File: src/rtl/ras_ctrl.sv
// Return-address stack controller driving an external linked-block allocator and data RAM.
// Latency: allocator/RAM commands are combinational from state and inputs; status updates next clock.
// Backpressure: ready is high only in RUN; requests arriving while ready=0 are dropped, not queued.
module ras_ctrl #(
    parameter  int DEPTH  = 1024,
    parameter  int DATA_W = 32,
    localparam int ADDR   = $clog2(DEPTH),
    localparam int CNT    = $clog2(DEPTH) + 1
) (
    input  logic              clk,
    input  logic              reset_n,
    input  logic              push,
    input  logic [DATA_W-1:0] push_data,
    input  logic              pop,
    input  logic              restore,
    input  logic [ADDR-1:0]   restore_ptr,
    input  logic [CNT-1:0]    restore_cnt,
    input  logic              flush,
    output logic              ready,
    output logic [ADDR-1:0]   ckpt_ptr,
    output logic [CNT-1:0]    ckpt_cnt,
    output logic              empty,
    output logic              full,
    output logic              underflow,
    output logic              overflow,
    output logic              links_incr,
    output logic              links_decr,
    output logic              links_gen_addr,
    output logic              links_set_addr,
    output logic [ADDR-1:0]   links_addr_in,
    input  logic [ADDR-1:0]   links_addr_out,
    output logic              mem_we,
    output logic [ADDR-1:0]   mem_waddr,
    output logic [DATA_W-1:0] mem_wdata
);

    typedef enum logic [1:0] {
        S_INIT    = 2'd0,
        S_RUN     = 2'd1,
        S_RESTORE = 2'd2,
        S_FLUSH   = 2'd3
    } state_t;

    localparam logic [CNT-1:0] CNT_FULL = CNT'(DEPTH);

    state_t          state_q, state_d;
    logic [CNT-1:0]  cnt_q, cnt_d;
    logic [ADDR-1:0] ptr_q, ptr_d;
    logic            underflow_q, underflow_d;
    logic            overflow_q, overflow_d;

    // State, occupancy, checkpoint pointer and sticky error flags; synchronous reset.
    always_ff @(posedge clk) begin
        if (!reset_n) begin
            state_q     <= S_INIT;
            cnt_q       <= '0;
            ptr_q       <= '0;
            underflow_q <= 1'b0;
            overflow_q  <= 1'b0;
        end else begin
            state_q     <= state_d;
            cnt_q       <= cnt_d;
            ptr_q       <= ptr_d;
            underflow_q <= underflow_d;
            overflow_q  <= overflow_d;
        end
    end

    // Next state plus the zero-latency allocator/RAM command decode; all commands held low in reset.
    always_comb begin
        state_d        = state_q;
        cnt_d          = cnt_q;
        ptr_d          = ptr_q;
        underflow_d    = underflow_q;
        overflow_d     = overflow_q;
        ready          = 1'b0;
        links_incr     = 1'b0;
        links_decr     = 1'b0;
        links_gen_addr = 1'b0;
        links_set_addr = 1'b0;
        links_addr_in  = '0;
        mem_we         = 1'b0;
        mem_waddr      = '0;
        mem_wdata      = push_data;

        if (reset_n) begin
            case (state_q)
                S_INIT, S_FLUSH: begin
                    // Fresh list head; occupancy was already cleared on entry.
                    links_gen_addr = 1'b1;
                    state_d        = S_RUN;
                end
                S_RESTORE: begin
                    // Dead cycle covering the allocator's read latency after set_addr.
                    state_d = S_RUN;
                end
                default: begin
                    ready = 1'b1;
                    if (flush) begin
                        cnt_d   = '0;
                        state_d = S_FLUSH;
                    end else if (restore) begin
                        links_set_addr = 1'b1;
                        links_addr_in  = restore_ptr;
                        cnt_d          = (restore_cnt > CNT_FULL) ? CNT_FULL : restore_cnt;
                        state_d        = S_RESTORE;
                    end else if (push && pop && (cnt_q != '0)) begin
                        // Return immediately followed by call: overwrite top in place.
                        mem_we    = 1'b1;
                        mem_waddr = ptr_q;
                    end else if (push) begin
                        if (pop) begin
                            underflow_d = 1'b1;
                        end
                        if (cnt_q != CNT_FULL) begin
                            links_incr = 1'b1;
                            mem_we     = 1'b1;
                            mem_waddr  = links_addr_out;
                            cnt_d      = cnt_q + 1'b1;
                        end else begin
                            overflow_d = 1'b1;
                        end
                    end else if (pop) begin
                        if (cnt_q != '0) begin
                            links_decr = 1'b1;
                            cnt_d      = cnt_q - 1'b1;
                        end else begin
                            underflow_d = 1'b1;
                        end
                    end
                end
            endcase

            if (links_incr || links_decr || links_gen_addr || links_set_addr) begin
                ptr_d = links_addr_out;
            end
        end
    end

    assign ckpt_ptr  = ptr_q;
    assign ckpt_cnt  = cnt_q;
    assign empty     = (cnt_q == '0);
    assign full      = (cnt_q == CNT_FULL);
    assign underflow = underflow_q;
    assign overflow  = overflow_q;

endmodule

File: config.mk
export PLATFORM = sky130hd
export DESIGN_NAME = ras_ctrl
export DESIGN_NICKNAME = d
export VERILOG_FILES = /design/src/rtl/ras_ctrl.sv
export SDC_FILE = /design/constraint.sdc
export NUM_CORES = 1
export LEC_CHECK = 0
export ABC_AREA = 1
export CORE_ASPECT_RATIO = 1.1
export CORE_MARGIN = 2
export CORE_UTILIZATION = 41
export DETAILED_ROUTE_END_ITERATION = 10
export MAX_ROUTING_LAYER = met4
export PLACE_DENSITY = 0.87
export SYNTH_ARGS = -nofsm -noshare
export SYNTH_HDL_FRONTEND = slang
export SYNTH_SLANG_ARGS = --single-unit
File: constraint.sdc
create_clock -name clk -period 3.3 [get_ports clk]
set_input_delay 0.66 -clock clk [delete_from_list [all_inputs] [get_ports clk]]
set_output_delay 0.66 -clock clk [all_outputs]
set_load 0.03 [all_outputs]
==> impl_metrics.py <==
metrics = {
    "power_and_ir_drop": {
        "sw_frac_of_total_pct": 42.2,
        "p_leak_nw": 1.57,
        "pwr-share-seq_pct": 32.8,
        "switchingPower_mw": 0.465,
        "total_power_mw": 1.10,
        "max-vdd-ir-drop_mv": 0.197,
        "powerDensity_nw_per_um2": 347,
        "clock_power_share_pct": 17.5,
        "comb_power_share_pct": 49.7,
        "internal_power_mw": 0.636,
    },
    "finish": {
        "fin_area_um2": 3180,
        "layout-area-overhead-vs-synth_pct": 27.0,
        "final_common_cell": "nand2_1",
        "diodes": 0,
        "layout-drive-gt1-share_pct": 14.3,
        "fin_cells": 539,
        "fin_nets": 544,
        "nFillCells": 563,
        "final_cell_mix": "nand2_1, nor2_1, clkdlybuf4s50_1",
    },
    "synth": {
        "synth-warning-count": 0,
        "synth.cell_area_um2": 2500,
        "yosysUniqueCellTypes": 36,
        "syn_area_per_cell_um2": 6.15,
        "netlist_instances": 407,
        "synth_seq_area_share_pct": 20.0,
        "ys_seq_elements": 25,
        "synth_fp_nets": 488,
    },
    "global_routing": {
        "globalRouteOverflowTotal": 0,
        "pin_count_of_the_biggest_net_entering_global_routing": 15,
        "grt_pass1_vias": 2624,
        "antenna_violations_before_repair": 0,
        "grt_pass1_wl_um": 11400,
        "track_usage_pct": 21.0,
    },
    "sta": {
        "max_slew.worst_pin.slew_ps": 399,
        "fmax_mhz": 331,
        "hold_viol": 0,
        "final_setup_violation_count": 0,
        "timing.clock.skew_ps": 5.57,
        "setup-tns-final_ps": 0,
        "period_share_pct": 91.4,
        "maxSlewHeadroom_pct": 73.4,
        "drv_slew": 0,
        "finalCriticalPeriod_ps": 3020,
        "rsz0062_at_grt": "false",
    },
    "run_status": {
        "status": "complete, no violations",
    },
    "clock_network": {
        "cts_setup_buffers": 0,
        "cts.hold.buffers_added": 0,
        "clk_latency_ps": 280,
        "clkTransAtPathRegs_ps": 100,
        "number_of_buffers_created_by_cts": 3,
        "post_cts_resize_count": 0,
        "cts.root.buffer_cell": "clkbuf_8",
        "htree_levels": 1,
        "tritoncts": "yes",
        "clock_sink_count": 25,
        "maximum_buffer_depth_of_the_clock_tree": 2,
    },
    "critical_path": {
        "worst_ep_required_time_ps": 2640,
        "crit_path_top_delay_cell": "clkdlybuf4s50_1",
        "r2r_slack_ps": 1320,
        "critical_path.endpoint": "mem_waddr[1]",
        "crit_start": "push",
        "crit_chain": "clkdlybuf4s50_1 -> nand2_1 -> inv_1 -> nand2_4 -> inv_2 -> nand2_1 -> o21ai_1 -> buf_4",
        "critical_path.startpoint_type": "input pin",
        "setup.worst_path.end_class": "output pin",
        "path_max_fanout": 10,
        "count_of_cells_along_the_worst_register_to_register_path": 11,
        "criticalPathCategory": "in2out",
        "timing.rr.end": "ckpt_cnt[6]$_SDFFE_PN0P_",
        "critical_path.top_delay_family": "buffers and inverters",
        "critical_path_s_most_frequent_cell": "nand2_1",
        "worstPathArrival_ps": 2360,
        "cp_slowest_stage_delay_ps": 660,
        "timing.critical_path.buf_inv": 4,
        "crit-reg2reg-launch": "ckpt_cnt[0]$_SDFFE_PN0P_",
        "worst-path-stages": 8,
    },
    "route": {
        "post_drt_wl_per_cell_um": 12.7,
        "firstDrtPassIters": 6,
        "drtAntennaViolNets": 0,
        "drtIter0Drc": 206,
        "post-route-drc-count": 0,
        "totalWireLength_um": 6840,
        "via_per_inst": 5.02,
        "via_count": 2704,
    },
    "die": {
        "chipHeight_um": 85.9,
        "start_util_pct": 42.8,
        "core_box_area_um2": 5840,
        "std_cell_rows": 29,
        "num_io_pins": 152,
        "die_w_um": 78.5,
        "dieArea_um2": 6750,
    },
    "job": {
        "timing.max_cap.violations": 0,
    },
    "placed_design": {
        "gp_routability_congestion": 0.902,
        "post_dp_cell_area_um2": 3130,
        "place.detailed.hpwl_um": 5480,
        "placedCellCount": 535,
        "place.port_buffers": 87,
    },
    "worst_hold_path": {
        "worstHoldStart": "underflow$_SDFFE_PN0P_",
        "timing.hold.worst.class": "reg2reg",
    },
}
==> synth_stat cells (all sizes together) <==
master	number	area, um^2
xnor2	3	26.3
and2	1	6.26
dfxtp	25	500
nor3	2	10.0
ha	11	138
nor2	75	328
nand2	93	389
a21boi	1	7.51
clkinv	2	7.51
nand4	4	25.0
or2	2	15.0
nand3	41	230
o21ai	18	93.8
fa	1	20.0
inv	65	244
a21o	1	7.51
clkbuf	2	7.51
buf	38	300
a2111oi	1	8.76
a21oi	19	125
a31oi	2	12.5
==> power by group through the flow <==
stage / logic (mW) / registers, mW / clock network [mW]
2_1_floorplan: 0.375 / 0.421 / 0
3_3_place_gp: 0.532 / 0.367 / 0
3_5_place_dp: 0.543 / 0.369 / 0
4_1_cts: 0.547 / 0.362 / 0.194
5_1_grt: 0.601 / 0.367 / 0.207
6_report: 0.547 / 0.362 / 0.193
==> how the worst min path moves through the flow <==
stage,end,cells past startpoint
6_report,underflow$_SDFFE_PN0P_,2
5_1_grt,underflow$_SDFFE_PN0P_,2
4_1_cts,underflow$_SDFFE_PN0P_,2
3_5_place_dp,underflow$_SDFFE_PN0P_,2
3_3_place_gp,underflow$_SDFFE_PN0P_,2
2_1_floorplan,state_q[1]$_SDFFE_PP0N_,2
==> per-layer routing <==
metal	global-route usage, %	up-vias	part of all wire [%]
li1	-	1346	-
met5	-	-	0
met1	24.3	1207	41
met2	36.8	120	50
met4	10.4	0	3.4
met3	1.37	31	5.6
==> sequential cells by signal, summed over array words and instances (netlist names) <==
| name | count |
|---|---|
| state_q | 2 |
| overflow | 1 |
| ckpt_ptr | 10 |
| underflow | 1 |
| ckpt_cnt | 11 |
==> final cells by class <==
type                            instances  area [um^2]  area share (%)
Multi-Input combinational cell        275         1440            45.4
Timing Repair Buffer                   91          841            26.5
Sequential cell                        25          500            15.8
Inverter                               67          251            7.92
Tap cell                               77         96.3            3.03
Clock buffer                            4         45.0            1.42
==> cell families (layout without fill, tap and decap cells) <==
| kind of cell | count (synthesis) | after routing | synth area share [%] |
|---|---|---|---|
| adder cells (fa/ha/maj) | 12 | 12 | 6.30 |
| buffers and inverters | 107 | 162 | 22.4 |
| AND/OR/NAND/NOR | 218 | 218 | 40.1 |
| flip-flops | 25 | 25 | 20.0 |
| XOR/XNOR | 3 | 3 | 1.05 |
| AO/OA/AOI/OAI | 42 | 42 | 10.2 |
==> through the flow <==
stage	setup slack, ps	util, %	hold slack, ps
after global placement	369	53.6	439
final	283	54.4	453
after global routing	158	54.4	500
after CTS	288	54.4	458
after detailed placement	293	53.6	444
after floorplan	315	-	472
==> worst min-delay path, delay by kind of cell (launching register included) <==
kind / cells / cell delay [ps]
buf+inv: 1 / 40
flops: 1 / 320
compound gates: 1 / 50
Power figures use the tool's default switching activity.
